==> config.mk <==
export PLATFORM = sky130hd
export DESIGN_NAME = riscv_multicycle_ctrl
export DESIGN_NICKNAME = d
export VERILOG_FILES = /design/src/rtl/riscv_multicycle_ctrl.sv
export SDC_FILE = /design/constraint.sdc
export NUM_CORES = 1
export LEC_CHECK = 0
export ABC_CLOCK_PERIOD_IN_PS = 1750
export CELL_PAD_IN_SITES_DETAIL_PLACEMENT = 0
export CELL_PAD_IN_SITES_GLOBAL_PLACEMENT = 2
export CORE_MARGIN = 4
export CORE_UTILIZATION = 19
export DETAILED_ROUTE_END_ITERATION = 10
export MAX_ROUTING_LAYER = met4
export PLACE_DENSITY = 0.77
export SLEW_MARGIN = 20
export SYNTH_ARGS = -nofsm -noshare
export SYNTH_HDL_FRONTEND = slang
export SYNTH_SLANG_ARGS = --single-unit
==> constraint.sdc <==
create_clock -name clk -period 1.75 [get_ports clk]
set_input_delay 0.525 -clock clk [delete_from_list [all_inputs] [get_ports clk]]
set_output_delay 0.525 -clock clk [all_outputs]
set_load 0.005 [all_outputs]
==> src/rtl/riscv_multicycle_ctrl.sv <==
// Multi-cycle RV32I control FSM for a shared-ALU, unified-memory datapath.
// Optional RVMC_PERF_CNT_EN adds cycle_cnt/instret_cnt performance counters.
module riscv_multicycle_ctrl #(
  parameter int ALU_CTRL_W     = 3,
  parameter int TIMEOUT_CYCLES = 16
) (
  input  logic                  clk,
  input  logic                  srst,
  input  logic [6:0]            opcode,
  input  logic [2:0]            funct3,
  input  logic                  funct7b5,
  input  logic                  zero,
  input  logic                  mem_ready,
  output logic                  mem_req,
  output logic                  mem_w,
  output logic                  adr_src,
  output logic                  ir_write,
  output logic                  pc_write,
  output logic                  reg_w,
  output logic [1:0]            result_src,
  output logic [1:0]            alu_src_a,
  output logic [1:0]            alu_src_b,
  output logic [1:0]            imm_src,
  output logic [ALU_CTRL_W-1:0] alu_control,
  output logic                  fault,
  output logic [3:0]            state_o
`ifdef RVMC_PERF_CNT_EN
  ,
  output logic [31:0]           cycle_cnt,
  output logic [31:0]           instret_cnt
`endif
);

  typedef enum logic [3:0] {
    S_FETCH  = 4'd0,  S_DECODE = 4'd1,  S_MEMADR = 4'd2,  S_MEMRD = 4'd3,
    S_MEMWB  = 4'd4,  S_MEMWR  = 4'd5,  S_EXER   = 4'd6,  S_EXEI  = 4'd7,
    S_ALUWB  = 4'd8,  S_JAL    = 4'd9,  S_BEQ    = 4'd10, S_FAULT = 4'd15
  } state_t;

  localparam int CNT_W = $clog2(TIMEOUT_CYCLES + 1);
  localparam logic [CNT_W-1:0] WAIT_LIMIT = CNT_W'(TIMEOUT_CYCLES - 1);

  localparam logic [ALU_CTRL_W-1:0] ALU_ADD = ALU_CTRL_W'(3'b000);
  localparam logic [ALU_CTRL_W-1:0] ALU_SUB = ALU_CTRL_W'(3'b001);
  localparam logic [ALU_CTRL_W-1:0] ALU_AND = ALU_CTRL_W'(3'b010);
  localparam logic [ALU_CTRL_W-1:0] ALU_OR  = ALU_CTRL_W'(3'b011);
  localparam logic [ALU_CTRL_W-1:0] ALU_SLT = ALU_CTRL_W'(3'b101);

  // Returns {legal, alu_control}; an unsupported funct3 is reported as illegal.
  function automatic logic [ALU_CTRL_W:0] alu_decode(input logic [2:0] f3, input logic use_sub);
    logic [ALU_CTRL_W:0] r;
    case (f3)
      3'b000:  r = {1'b1, (use_sub ? ALU_SUB : ALU_ADD)};
      3'b010:  r = {1'b1, ALU_SLT};
      3'b110:  r = {1'b1, ALU_OR};
      3'b111:  r = {1'b1, ALU_AND};
      default: r = {1'b0, ALU_ADD};
    endcase
    return r;
  endfunction

  state_t                state_r;
  logic [CNT_W-1:0]      wait_cnt_r;
  logic                  waiting_s;
  logic                  timeout_s;
  logic [ALU_CTRL_W:0]   alu_dec_s;
  logic                  alu_legal_s;

  logic                  mem_req_s, mem_w_s, adr_src_s, ir_write_s, pc_write_s, reg_w_s;
  logic [1:0]            result_src_s, alu_src_a_s, alu_src_b_s, imm_src_s;
  logic [ALU_CTRL_W-1:0] alu_control_s;

  assign waiting_s   = (state_r == S_FETCH) || (state_r == S_MEMRD) || (state_r == S_MEMWR);
  assign timeout_s   = waiting_s && !mem_ready && (wait_cnt_r == WAIT_LIMIT);
  assign alu_dec_s   = alu_decode(funct3, (state_r == S_EXER) && funct7b5);
  assign alu_legal_s = alu_dec_s[ALU_CTRL_W];

  // Main sequencer: FAULT is absorbing until reset.
  always_ff @(posedge clk or negedge srst) begin
    if (!srst) begin
      state_r <= S_FETCH;
    end else begin
      case (state_r)
        S_FETCH:  if (mem_ready) state_r <= S_DECODE; else if (timeout_s) state_r <= S_FAULT;
        S_DECODE: begin
          case (opcode)
            7'b0000011, 7'b0100011: state_r <= S_MEMADR;
            7'b0110011:             state_r <= S_EXER;
            7'b0010011:             state_r <= S_EXEI;
            7'b1101111:             state_r <= S_JAL;
            7'b1100011:             state_r <= S_BEQ;
            default:                state_r <= S_FAULT;
          endcase
        end
        S_MEMADR: state_r <= opcode[5] ? S_MEMWR : S_MEMRD;
        S_MEMRD:  if (mem_ready) state_r <= S_MEMWB; else if (timeout_s) state_r <= S_FAULT;
        S_MEMWB:  state_r <= S_FETCH;
        S_MEMWR:  if (mem_ready) state_r <= S_FETCH; else if (timeout_s) state_r <= S_FAULT;
        S_EXER,
        S_EXEI:   state_r <= alu_legal_s ? S_ALUWB : S_FAULT;
        S_ALUWB:  state_r <= S_FETCH;
        S_JAL:    state_r <= S_ALUWB;
        S_BEQ:    state_r <= S_FETCH;
        S_FAULT:  state_r <= S_FAULT;
        default:  state_r <= S_FAULT;
      endcase
    end
  end

  // Consecutive not-ready cycles in the current memory state; any exit clears it.
  always_ff @(posedge clk or negedge srst) begin
    if (!srst) begin
      wait_cnt_r <= '0;
    end else if (waiting_s && !mem_ready && !timeout_s) begin
      wait_cnt_r <= wait_cnt_r + CNT_W'(1);
    end else begin
      wait_cnt_r <= '0;
    end
  end

  // Moore output decode; FETCH strobes and BEQ pc_write also follow mem_ready/zero.
  always_comb begin
    mem_req_s     = 1'b0;
    mem_w_s       = 1'b0;
    adr_src_s     = 1'b0;
    ir_write_s    = 1'b0;
    pc_write_s    = 1'b0;
    reg_w_s       = 1'b0;
    result_src_s  = 2'b00;
    alu_src_a_s   = 2'b00;
    alu_src_b_s   = 2'b00;
    imm_src_s     = 2'b00;
    alu_control_s = ALU_ADD;
    case (state_r)
      S_FETCH: begin
        mem_req_s   = 1'b1;
        alu_src_b_s = 2'b10;
        ir_write_s  = mem_ready;
        pc_write_s  = mem_ready;
      end
      S_DECODE: begin
        alu_src_a_s = 2'b01;
        alu_src_b_s = 2'b01;
        imm_src_s   = 2'b10;
      end
      S_MEMADR: begin
        alu_src_a_s = 2'b10;
        alu_src_b_s = 2'b01;
        if (opcode[5]) imm_src_s = 2'b01; else imm_src_s = 2'b00;
      end
      S_MEMRD: begin
        mem_req_s = 1'b1;
        adr_src_s = 1'b1;
      end
      S_MEMWB: begin
        result_src_s = 2'b01;
        reg_w_s      = 1'b1;
      end
      S_MEMWR: begin
        mem_req_s = 1'b1;
        mem_w_s   = 1'b1;
        adr_src_s = 1'b1;
      end
      S_EXER: begin
        alu_src_a_s   = 2'b10;
        alu_src_b_s   = 2'b00;
        alu_control_s = alu_dec_s[ALU_CTRL_W-1:0];
      end
      S_EXEI: begin
        alu_src_a_s   = 2'b10;
        alu_src_b_s   = 2'b01;
        imm_src_s     = 2'b00;
        alu_control_s = alu_dec_s[ALU_CTRL_W-1:0];
      end
      S_ALUWB: begin
        result_src_s = 2'b00;
        reg_w_s      = 1'b1;
      end
      S_JAL: begin
        alu_src_a_s = 2'b01;
        alu_src_b_s = 2'b10;
        pc_write_s  = 1'b1;
      end
      S_BEQ: begin
        alu_src_a_s   = 2'b10;
        alu_src_b_s   = 2'b00;
        alu_control_s = ALU_SUB;
        pc_write_s    = zero;
      end
      S_FAULT: begin
        mem_req_s = 1'b0;
      end
      default: begin
        mem_req_s = 1'b0;
      end
    endcase
  end

  // Strobes are forced low while reset is held so an in-flight access is dropped at once.
  assign mem_req     = mem_req_s  & srst;
  assign mem_w       = mem_w_s    & srst;
  assign ir_write    = ir_write_s & srst;
  assign pc_write    = pc_write_s & srst;
  assign reg_w       = reg_w_s    & srst;
  assign adr_src     = adr_src_s;
  assign result_src  = result_src_s;
  assign alu_src_a   = alu_src_a_s;
  assign alu_src_b   = alu_src_b_s;
  assign imm_src     = imm_src_s;
  assign alu_control = alu_control_s;
  assign fault       = (state_r == S_FAULT);
  assign state_o     = state_r;

`ifdef RVMC_PERF_CNT_EN
  logic [31:0] cycle_cnt_r;
  logic [31:0] instret_cnt_r;
  logic        retire_s;

  assign retire_s = (state_r == S_MEMWB) || (state_r == S_ALUWB) || (state_r == S_BEQ) ||
                    ((state_r == S_MEMWR) && mem_ready);

  // Free-running cycle and retired-instruction counters, frozen once faulted.
  always_ff @(posedge clk or negedge srst) begin
    if (!srst) begin
      cycle_cnt_r   <= 32'd0;
      instret_cnt_r <= 32'd0;
    end else if (state_r != S_FAULT) begin
      cycle_cnt_r   <= cycle_cnt_r + 32'd1;
      instret_cnt_r <= instret_cnt_r + (retire_s ? 32'd1 : 32'd0);
    end else begin
      cycle_cnt_r   <= cycle_cnt_r;
      instret_cnt_r <= instret_cnt_r;
    end
  end

  assign cycle_cnt   = cycle_cnt_r;
  assign instret_cnt = instret_cnt_r;
`endif

endmodule

-- Word level (Yosys, flattened, before mapping)
Cells that the tools add are included.
- output and inout port bits: 22
- logic and storage cells: 72
- input bits: 15
- register bits after elaboration: 9
- reductions and logical operators: 20
- multiplexer cells: 23
- add/subtract/negate cells: 1
- bitwise operators: 5
- equal/unequal tests: 21
- operator list (cell ; number):
    4-bit one-hot mux with 8 select lines ; 1
    4-bit one-hot mux with 5 select lines ; 1
    4-bit by 3-bit equality test with 1-bit output, second input constant ; 4
    4-bit equality test, second input constant ; 4
    4-bit 2-to-1 mux ; 4
    4-bit one-hot mux with 4 select lines ; 1
    7-bit by 6-bit equality test with 1-bit output, second input constant ; 2
    7-bit equality test, second input constant ; 2
    2-bit one-hot mux with 2 select lines ; 3
    2-bit OR reduction ; 6
    3-bit OR reduction ; 3
    4-bit by 2-bit equality test with 1-bit output, second input constant ; 2
    1-bit 2-to-1 mux ; 8
    7-bit by 2-bit equality test with 1-bit output, second input constant ; 1
    7-bit by 5-bit equality test with 1-bit output, second input constant ; 1
    3-bit equality test, second input constant ; 2
    3-bit 2-to-1 mux ; 2
    3-bit one-hot mux with 2 select lines ; 1
    5-bit by 1-bit adder with 5-bit output, second input constant ; 1
    1-bit AND ; 5
    5-bit by 4-bit equality test with 1-bit output, second input constant ; 1
    5-bit 2-to-1 mux ; 1
    4-bit by 1-bit equality test with 1-bit output, second input constant ; 1
    1-bit logical AND ; 4
    other kinds (7) ; 9

-- Logic depth before layout (Yosys ltp)
- word-level depth: 8
- depth in mapped cells: 7
- mapped depth without buffers: 7

-- Least setup slack after synthesis
OpenSTA, ideal clock, no wires.
- path type: register to register
- start: reg wait_cnt_r[0]
- end: reg state_r[0], in the netlist state_o[0]
- clock period less this slack: 1.824 ns
- stages on the path, launching flop included: 8
- data required time: 1.646 ns
- setup time: 0.104 ns
- setup slack: -0.074 ns
- arrival time: 1.720 ns
- path through: dfrtp_1 > ha_1 > and3_1 > ha_1 > or3b_2 > a21oi_1 > a21oi_1 > o311ai_1
- longest elaborated chain between the ends: 5
- elaborated cells on any way between the ends: 7
- classes of those cells: 1 x eq/ne; 5 x mux; 1 x reduce/logical
- RTL lines (what ; RTL line ; source):
    start, declared ; 63 ; logic [CNT_W-1:0] wait_cnt_r;
    start signal, assigned ; 115 ; wait_cnt_r <= wait_cnt_r + CNT_W'(1);
    5-bit by 4-bit equality test with 1-bit output (*) ; 74 ; assign timeout_s = waiting_s && !mem_ready && (wait_cnt_r == WAIT_LIMIT);
    1-bit logical AND (*) ; 74 ;
    4-bit 2-to-1 mux (*) ; n/a ;
    4-bit 2-to-1 mux (on tied branches) ; n/a ;
    4-bit one-hot mux with 8 select lines (*) ; n/a ;
    end signal, assigned ; 95 ; S_MEMADR: state_r <= opcode[5] ? S_MEMWR : S_MEMRD;
    end signal, assigned ; 100 ; S_EXEI: state_r <= alu_legal_s ? S_ALUWB : S_FAULT;
    end, declared ; 62 ; state_t state_r;
Mark *: on every way between the ends. The rest lies on a longest branch, timed or not.

-- Worst setup path after layout
- start: in zero
- end: out pc_write
- longest elaborated chain between the ends: 2
- RTL lines (what ; RTL line ; source):
    start, declared ; 12 ; input logic zero,
    1-bit one-hot mux with 3 select lines ; 134 ; case (state_r)
    1-bit AND ; 203 ; assign pc_write = pc_write_s & srst;
    end, declared ; 18 ; output logic pc_write,
No other way between the ends.

==> summary.md <==
| Metric | Value |
|---|---|
| Peak Freq | `482 MHz` |
| CTS Buf Count | `3` |
| Reg2reg start | `state_o[0]` |
| Failing checks | `negative setup slack` |
| Post-Route WL | `3.75 mm` |
| DP Area | `1490 um2` |
| #FFs+latches synth | `9` |
| Hold Path Class | `input port to asynchronous set/reset pin` |
| Max Cap Violations | `0` |
| CP endpoint kind | `primary output` |
| Full die area | `5460 um2` |
| WP data arrival | `1.55 ns` |
| GRT Util Overall | `0.139` |
| Remaining Overflow, GRT | `0` |
| DIE WIDTH | `73.9 um` |
| Critical path class | `input port to primary output` |
| Placed cells | `231` |
| Reg clk slew, reported paths | `0.04 ns` |
| Die Ht | `73.9 um` |
| Clock buffer depth | `2` |
| Status | `complete, but fails checks` |
| Dpl ws | `-0.694 ns` |
| First-pass GRT wire length | `5.71 mm` |
| Initial antenna violation count | `0` |
| Final Util | `0.487` |
| Sequential area share after synthesis | `0.273` |
| Sw Ratio | `0.211` |
| Clock power share | `0.469` |
| CORE AREA | `4120 um2` |
| Final hold vios | `0` |
| Drt pass-1 iters | `4` |
| Via count | `1215` |
| Share of layout cells above drive strength 1 | `0.634` |
| Syn Area/Cell | `7.12 um2` |
| Vias in the first global route | `1233` |
| Yosys warns | `0` |
| Initial core utilization | `0.201` |
| Seq pwr share | `0.406` |
| Minimum clock period | `2.08 ns` |
| Initial DRC Count | `50` |
| Post-synth ARST share | `1.00` |
| Nets@finish | `231` |
| Largest net degree at the start of global routing | `10` |
| Non-Filler Instances | `263` |
| Vias per cell | `4.62` |
| Remaining DRCs | `0` |
| Max-slew violations | `0` |
| Hold Slack | `0.428 ns` |
| PD cells | `257 nW/um2` |
| Design area | `2000 um2` |
| Post-Syn Area | `826 um2` |
| DP HPWL | `2.48 mm` |
| CTS Hold Bufs | `0` |
| # diodes | `0` |
| Setup ws final | `-0.326 ns` |
| Required @ worst endpoint | `1.22 ns` |
| Most used flip-flop cell after synthesis | `dfrtp_1` |
| CTS Root Cell | `clkbuf_8` |
| Distinct cells, synth | `37` |
| Layout area overhead | `143%` |
| Final clock skew | `0.00167 ns` |
| Logic pwr share | `0.125` |
| Commonest non-fill, non-tap cell in the layout | `buf_4` |
| Sw Pwr | `109 uW` |
| RSZ-0062 raised after global routing | `true` |
| Max IR drop VDD | `0.369 mV` |
| Number of synthesized flops with an enable pin | `0` |
| Row count | `23` |
| Avg WL per Cell | `14.3 um` |
| CTS tree | `yes` |
| Int Power | `406 uW` |
| Syn Nets | `133` |
| Worst-Skew Late Latency | `0.23 ns` |
| Post-synthesis cell count | `116` |
| CP Max Fanout | `1` |
| Port-buffer cells | `35` |
| Post-DRT Antenna Nets | `0` |
| CP startpoint kind | `input port` |
| Final setup fails | `24` |
| Max H-tree Level | `1` |
| GP Congestion | `0.897` |
| Most frequent cells in the layout | `buf_4, buf_6, buf_2` |
| Period Utilization, post-route | `1.19` |
| Num Clock Sinks | `9` |
| Leak | `0.957 nW` |
| Start point of the critical path | `zero` |
| Ports | `37` |
[timing repair]
item,CTS,global route
cloned,2,0
buffers inserted,19,13
resized for setup,128,44
pin swaps,25,18
setup endpoints to repair,27,29
[Yosys cell counts, types with 3 or more instances]
library cell,number,area [um2]
nor2_1,16,60.1
a21oi_1,11,55.1
nand2b_1,3,18.8
dfrtp_1,9,225
inv_1,8,30.0
nand2_1,8,30.0
clkbuf_1,4,15.0
nand3_1,4,20.0
and3_1,5,31.3
nor2_2,4,25.0
o21ai_0,8,40.0
nor3_1,4,20.0
nor2b_1,3,18.8
[metal layers]
metal / routed length (um) / vias up / share of wire / global-route usage
li1: - / 596 / - / -
met1: 1430 / 591 / 0.38 / 0.151
met2: 2150 / 19 / 0.57 / 0.249
met3: 109 / 9 / 0.029 / 0.0328
met4: 60 / 0 / 0.016 / 0.0382
met5: 0 / - / 0 / -
[flip-flops by register name (all words and copies together) (netlist names)]
name and cells:
wait_cnt_r 5, state_o 4
[stage by stage]
step / total power, mW / TNS, ns
2_1_floorplan: 0.223 / -0.0185
3_3_place_gp: 0.278 / -8.11
6_report: 0.515 / -2.78
4_1_cts: 0.521 / -3.61
3_5_place_dp: 0.278 / -8.37
5_1_grt: 0.543 / -4.24
[power groups by stage]
stage          Clock [mW]  Combinational [mW]  Sequential [mW]
4_1_cts             0.249              0.0633            0.209
3_3_place_gp            0              0.0657            0.212
6_report            0.241              0.0644            0.209
3_5_place_dp            0              0.0663            0.212
5_1_grt             0.265              0.0699            0.208
2_1_floorplan           0              0.0112            0.212
[kinds of logic after synthesis]
| kind of cell | share of synthesized area |
|---|---|
| AND/OR/NAND/NOR | 0.373 |
| AO/OA/AOI/OAI | 0.192 |
| flip-flops | 0.273 |
| other | 0.00454 |
| adder cells (fa/ha/maj) | 0.0424 |
| XOR/XNOR | 0.0318 |
| buffers and inverters | 0.0833 |
[final timing paths]
| check | to | slack (ns) | depth (start not counted) |
|---|---|---|---|
| max in group asynchronous | state_o[3] | 1.17 | 2 |
| min | state_o[1] | 0.43 | 2 |
| max | pc_write | -0.33 | 5 |
| min in group clk | wait_cnt_r[3] | 0.59 | 2 |
| min reg2reg | wait_cnt_r[3] | 0.59 | 2 |
| max reg2reg | wait_cnt_r[2] | -0.09 | 6 |
[layout make-up]
| cell class | count | area [um2] |
|---|---|---|
| fill | 403 | 2110 |
| timing repair buffer | 100 | 857 |
| inverter | 8 | 32.5 |
| tap | 50 | 62.6 |
| clock buffer | 4 | 45.0 |
| sequential | 9 | 228 |
| multi-input combinational | 92 | 778 |
[critical path, stage by stage]
cell and delay [ns]:
clkdlybuf4s50_1 0.44, a21oi_2 0.14, nor3b_1 0.05, or2_2 0.26, buf_2 0.13
(Power assumes the default switching activity.)
